$ cat config.mk
export PLATFORM = sky130hd
export DESIGN_NAME = wptr_full_ctrl
export DESIGN_NICKNAME = d
export VERILOG_FILES = /design/src/rtl/wptr_full_ctrl_pkg.sv /design/src/rtl/wptr_full_ctrl_gray2bin_conv.sv /design/src/rtl/wptr_full_ctrl.sv
export SDC_FILE = /design/constraint.sdc
export NUM_CORES = 1
export LEC_CHECK = 0
export ABC_CLOCK_PERIOD_IN_PS = 3400
export CORE_MARGIN = 2
export CORE_UTILIZATION = 60
export CTS_CLUSTER_SIZE = 14
export DETAILED_ROUTE_END_ITERATION = 8
export DONT_BUFFER_PORTS = 1
export GPL_ROUTABILITY_DRIVEN = 0
export PLACE_DENSITY = 0.75
export SLEW_MARGIN = 15
export SYNTH_ARGS = -nofsm -noshare
export SYNTH_HDL_FRONTEND = slang
export SYNTH_HIERARCHICAL = 1
export SYNTH_SLANG_ARGS = --single-unit
$ cat constraint.sdc
create_clock -name i_clk -period 3.4 [get_ports i_clk]
set_input_delay 0.68 -clock i_clk [delete_from_list [all_inputs] [get_ports i_clk]]
set_output_delay 0.68 -clock i_clk [all_outputs]
set_load 0.03 [all_outputs]
$ cat src/rtl/wptr_full_ctrl_pkg.sv
// Shared pointer helpers for the async FIFO write/read controllers.
// Functions work on a wide container; callers zero-extend and truncate to their pointer width.
package wptr_full_ctrl_pkg;

  localparam int unsigned PTR_MAX_W = 32;

  typedef logic [PTR_MAX_W-1:0] ptr_max_t;

  function automatic int unsigned ptr_width(input int unsigned addr_width);
    return addr_width + 1;
  endfunction

  function automatic ptr_max_t bin2gray(input ptr_max_t bin);
    return (bin >> 1) ^ bin;
  endfunction

  // Leading zeros from zero-extension leave the low bits of the result unchanged.
  function automatic ptr_max_t gray2bin(input ptr_max_t gray);
    ptr_max_t bin;
    bin = '0;
    bin[PTR_MAX_W-1] = gray[PTR_MAX_W-1];
    for (int i = PTR_MAX_W - 2; i >= 0; i--) begin
      bin[i] = bin[i+1] ^ gray[i];
    end
    return bin;
  endfunction

endpackage

$ cat src/rtl/wptr_full_ctrl_gray2bin_conv.sv
// Combinational Gray-to-binary converter; each binary bit is the XOR of all Gray bits at or above it.
module gray2bin_conv
  import wptr_full_ctrl_pkg::*;
#(
  parameter int unsigned WIDTH = 5
) (
  input  logic [WIDTH-1:0] i_gray,
  output logic [WIDTH-1:0] o_bin
);

  for (genvar i = 0; i < WIDTH; i++) begin : g_bit
    assign o_bin[i] = ^i_gray[WIDTH-1:i];
  end

endmodule

$ cat src/rtl/wptr_full_ctrl.sv
// Write-domain pointer/flag controller of the async FIFO: binary and Gray write pointers,
// full, almost-full, conservative fill level and sticky overflow against the synced read pointer.
module wptr_full_ctrl
  import wptr_full_ctrl_pkg::*;
#(
  parameter int unsigned ADDR_WIDTH = 4,
  parameter int unsigned AF_THRESH  = 12
) (
  input  logic                  i_clk,
  input  logic                  i_rst_n,
  input  logic                  i_wr_en,
  input  logic [ADDR_WIDTH:0]   i_rptr_sync,
  input  logic                  i_ovf_clr,
  output logic [ADDR_WIDTH:0]   o_wptr,
  output logic [ADDR_WIDTH-1:0] o_waddr,
  output logic                  o_wr_fire,
  output logic                  o_full,
  output logic                  o_almost_full,
  output logic [ADDR_WIDTH:0]   o_level,
  output logic                  o_overflow
);

  localparam int unsigned PTR_W = ptr_width(ADDR_WIDTH);

  typedef logic [PTR_W-1:0] ptr_t;

  localparam ptr_t AF_LVL = ptr_t'(AF_THRESH);

  ptr_t wbin_q,  wbin_d;
  ptr_t wgray_q, wgray_d;
  logic full_q,  full_d;
  logic af_q,    af_d;
  ptr_t level_q, level_d;
  logic ovf_q,   ovf_d;

  ptr_t rbin;
  ptr_t rptr_full_pat;
  logic wr_fire;

  gray2bin_conv #(
    .WIDTH (PTR_W)
  ) u_rptr_g2b (
    .i_gray (i_rptr_sync),
    .o_bin  (rbin)
  );

  assign wr_fire = i_wr_en & ~full_q;

  // Full pattern: read pointer one lap behind, i.e. top two Gray bits inverted.
  assign rptr_full_pat = {~i_rptr_sync[PTR_W-1 -: 2], i_rptr_sync[PTR_W-3:0]};

  always_comb begin
    wbin_d  = wbin_q + ptr_t'(wr_fire);
    wgray_d = ptr_t'(bin2gray(ptr_max_t'(wbin_d)));
    full_d  = (wgray_d == rptr_full_pat);
    level_d = wbin_d - rbin;
    af_d    = (level_d >= AF_LVL);
    ovf_d   = (i_wr_en & full_q) | (ovf_q & ~i_ovf_clr);
  end

  always_ff @(posedge i_clk or negedge i_rst_n) begin
    if (!i_rst_n) begin
      wbin_q  <= '0;
      wgray_q <= '0;
      full_q  <= 1'b0;
      af_q    <= 1'b0;
      level_q <= '0;
      ovf_q   <= 1'b0;
    end else begin
      wbin_q  <= wbin_d;
      wgray_q <= wgray_d;
      full_q  <= full_d;
      af_q    <= af_d;
      level_q <= level_d;
      ovf_q   <= ovf_d;
    end
  end

  // The Gray pointer leaves straight from a flop so the synchronizer never sees glitches.
  assign o_wptr        = wgray_q;
  assign o_waddr       = wbin_q[ADDR_WIDTH-1:0];
  assign o_wr_fire     = wr_fire;
  assign o_full        = full_q;
  assign o_almost_full = af_q;
  assign o_level       = level_q;
  assign o_overflow    = ovf_q;

endmodule

**After elaboration in Yosys (flattened, before gate mapping)**

Cells that the tools add are included.

- Bitwise gates (word level): 8
- Equality and inequality tests: 1
- Order comparisons: 1
- Add/subtract/negate cells: 2
- Reduce and logical (&&, ||, !) cells: 4

Operators with widths:

| cell | count |
|---|---|
| $add A5 B1 Y5 | 1 |
| $eq A5 B5 Y1 | 1 |
| $ge A5 B4 Y1 const B | 1 |
| $reduce_xor A5 Y1 | 1 |
| $sub A5 B5 Y5 | 1 |
| $xor A4 B5 Y5 | 1 |
| $reduce_xor A4 Y1 | 1 |
| $and A1 B1 Y1 | 3 |
| $reduce_xor A3 Y1 | 1 |
| $not A1 Y1 | 2 |
| $not A2 Y2 | 1 |
| $reduce_xor A2 Y1 | 1 |
| $or A1 B1 Y1 | 1 |

- Input port bits: 9
- Flip-flop bits (word level): 18
- Output and inout bits: 18
- Logic and storage cells: 22

**Depth between registers and ports, before layout**

- Depth after elaboration: 5
- Mapped depth: 9
- Depth with buffers taken out: 9

**By module**

The synthesis kept the hierarchy.

Modules (own cells, without submodules):

| module | area each (µm²) | cells each | seq. area each (µm²) | instances |
|---|---|---|---|---|
| wptr_full_ctrl | 852.1 | 73 | 425.4 | 1 |
| gray2bin_conv | 72.6 | 6 | 0.0 | 1 |

**Worst setup path before layout**

OpenSTA, ideal clock, no wires.

- Path kind: input to register
- Start: input port i_wr_en
- End: register full_q (netlist: o_full)
- Required time: 3289 ps
- Data arrival time: 3098 ps
- Stages: 8
- Path slack: 191 ps
- Buffers on the path: 0
- Library setup time: 111 ps
- Path through: nor2b_1 > ha_1 > ha_1 > and4b_1 > o21a_1 > or3_1 > a211o_1 > a2111oi_2

- Cells in the longest elaborated chain, start to end: 4

Ends and longest elaborated chain:

| what | line | text |
|---|---|---|
| start: declaration | wptr_full_ctrl.sv:11 | `input logic i_wr_en,` |
| $and A1 B1 Y1 | wptr_full_ctrl.sv:47 | `assign wr_fire = i_wr_en & ~full_q;` |
| $add A5 B1 Y5 | wptr_full_ctrl.sv:53 | `wbin_d = wbin_q + ptr_t'(wr_fire);` |
| $xor A4 B5 Y5 | wptr_full_ctrl_pkg.sv:14 | `return (bin >> 1) ^ bin;` |
| $eq A5 B5 Y1 | wptr_full_ctrl.sv:55 | `full_d = (wgray_d == rptr_full_pat);` |
| via full_d | wptr_full_ctrl.sv:31 | `logic full_q, full_d;` |
| end signal: assignment | wptr_full_ctrl.sv:72 | `full_q <= full_d;` |
| end: declaration | wptr_full_ctrl.sv:31 |  |

The timed path passes the listed nets, and every way through them passes these cells.

**Worst setup path after layout**

- Start: register full_q (netlist: o_full)
- End: register full_q (netlist: o_full)

- Cells in the longest elaborated chain, start to end: 5

Ends and longest elaborated chain:

| what | line |
|---|---|
| $not A1 Y1 | wptr_full_ctrl.sv:47 |
| $and A1 B1 Y1 | wptr_full_ctrl.sv:47 |
| $add A5 B1 Y5 | wptr_full_ctrl.sv:53 |
| $xor A4 B5 Y5 | wptr_full_ctrl_pkg.sv:14 |
| $eq A5 B5 Y1 | wptr_full_ctrl.sv:55 |
| via full_d | wptr_full_ctrl.sv:31 |

The timed path passes the listed nets, and every way through them passes these cells.

==> summary.md <==
| Metric | Value |
|---|---|
| Synth Warn # | 6 |
| Initial Utilization | 62.8% |
| Max-slew violation count | 0 |
| Fin. Hold Viols | 0 |
| Status | finished, final reports clean |
| Die ar. | 0.00187 sq mm |
| H-tree Lvls | 1 |
| Die X | 43.3 um |
| Worst Path Required | 3.57 ns |
| Max_cap viols | 0 |
| Unique masters post-synth | 26 |
| ANT cells | 0 |
| Post_cts resized | 0 |
| Synth top area cells | dfrtp_1, xnor2_1, ha_1, xor2_1, inv_1 |
| Initial drt markers | 8 |
| Core area | 0.00147 sq mm |
| Cts hold-fix bufs | 0 |
| Via Count | 545 |
| FMAX | 356 MHz |
| Total routed wirelength | 1520 um |
| Dpl ws | 0.412 ns |
| Share of layout cells above drive strength 1 | 8.43% |
| Die height | 43.3 um |
| Crit path time final | 2.81 ns |
| First-pass GRT wire length | 2440 um |
| WS Path Type | reg -> reg |
| Area leader, netlist | dfrtp_1 |
| # DRC | 0 |
| Routed Antenna Nets | 0 |
| Layout Area Growth over Synthesis | 5.14% |
| Element type at the critical path end | flip-flop |
| Routed wire per std cell | 15.4 um |
| RSZ-0062 raised after global routing | false |
| Crit share post-route | 82.6% |
| Drt pass-1 iters | 4 |
| CTS buffer count | 3 |
| Setup Skew | 0.00698 ns |
| Hold Path Class | in -> async |
| Nature of the critical path startpoint | flip-flop |
| Crit-path max FO | 6 |
| Initial antenna violation count | 0 |
| Tot GR Track Use | 18.4% |
| Post-Syn Area per Cell | 11.7 sq um |
| Number of global-route vias before repair | 543 |
| Setup Fix Bufs, Post-CTS | 0 |
| Total gr overflow | 0 |
| Largest net degree at the start of global routing | 18 |
| Synth Register Bits | 17 |
| DP HPWL | 1250 um |
| CTS tree | built |
| Post-Synthesis Cells | 79 |
| Clock Tree Buf Depth | 2 |
| Most frequent cells in the layout | dfrtp_1, xnor2_1, inv_1, xor2_1, ha_1 |
| Setup TNS | 0 ns |
| Row count | 14 |
| IO buf count | 0 |
| Cell Area, Synth | 925 sq um |
| Setup ws final | 0.591 ns |
| Avg Vias per Cell | 5.51 |
| Nets | 99 |
| Tightest Pin Transition | 0.538 ns |
| Clk sinks | 17 |
| Worst-path clk slew | 0.09 ns |
| Max_slew headroom | 63.9% |
| Synthesized net count | 94 |
| I/O pin total | 27 |
| Final core occ | 66.1% |
| Clk Latency, worst-skew pair | 0.28 ns |
| Yosys top cell area share | 46.0% |
| Crit path DAT | 2.98 ns |
| Commonest non-fill, non-tap cell in the layout | dfrtp_1 |
| Register area share after synthesis | 46.0% |
| CTS Root Cell | clkbuf_4 |
| Setup-failing EPs final | 0 |
metrics by stage:
step / instance area, sq um / hold WS (ns) / cells
2_1_floorplan: 925 / 0.384 / 79
4_1_cts: 972 / 0.0659 / 99
3_3_place_gp: 945 / 0.385 / 95
6_report: 972 / 0.0789 / 99
3_5_place_dp: 945 / 0.385 / 95
5_1_grt: 972 / 0.0499 / 99
worst max-delay path, cell delays in order (launching register included):
cell and delay [ns]:
dfrtp_1 0.51, nor2b_1 0.20, ha_1 0.28, ha_1 0.30
and4b_1 0.22, o21a_1 0.18, or3_1 0.37, a211o_1 0.29
a2111oi_2 0.35
cells in the mapped netlist:
cell type,n
a2111oi_2,1
a211o_1,1
a21boi_0,1
a21o_1,1
a21oi_1,1
a31oi_1,1
and4b_1,1
buf_4,1
dfrtp_1,17
fa_1,1
ha_1,5
inv_1,10
maj3_1,2
nand2_1,3
nand3_1,2
nand4_1,1
nor2_1,1
nor2b_1,1
o21a_1,1
o21ai_0,2
o21bai_1,1
or3_1,1
xnor2_1,14
xnor3_1,1
xor2_1,7
xor2_2,1
sequential cells by signal (all words and copies together) (netlist names):
signal,cells
o_wptr,4
o_level,5
o_full,1
wbin_q,5
o_overflow,1
o_almost_full,1
kinds of logic after synthesis:
logic type	share of synthesized area, %
compound gates	8.12
flops	46.0
xor+xnor	24.1
buf+inv	4.87
simple gates	5.82
fa+ha+maj	11.1
worst paths after layout:
path	from	end	slack, ns	depth (start not counted)
setup / recovery	o_full$_DFF_PN0_	o_full$_DFF_PN0_	0.59	8
hold / removal	i_rst_n	o_level[3]$_DFF_PN0_	0.08	0
setup reg to reg	o_full$_DFF_PN0_	o_full$_DFF_PN0_	0.59	8
hold reg to reg	o_overflow$_DFF_PN0_	o_overflow$_DFF_PN0_	0.70	2
max in group asynchronous	i_rst_n	wbin_q[1]$_DFF_PN0_	3.25	0
min in group i_clk	i_ovf_clr	o_overflow$_DFF_PN0_	0.49	1
metal layers:
layer  global-route usage [%]  up-vias  wire, um
met5                        0        -         0
met4                     10.9        0        16
met3                     2.98        2        74
met2                     30.1       15       811
met1                     22.3      263       619
li1                         -      265         -
cell type report:
class,instances,area (sq um)
inverters,10,37.5
clock inverters,1,5.00
flip-flops and latches,17,425
clock buffers,3,22.5
multi-input cells,51,454
well taps,16,20.0
repair buffers,1,7.51
fillers,118,499
Power is left out: the tool's default activity adds up to more than one toggle a clock period on the data nets, which glitch-free logic cannot reach.
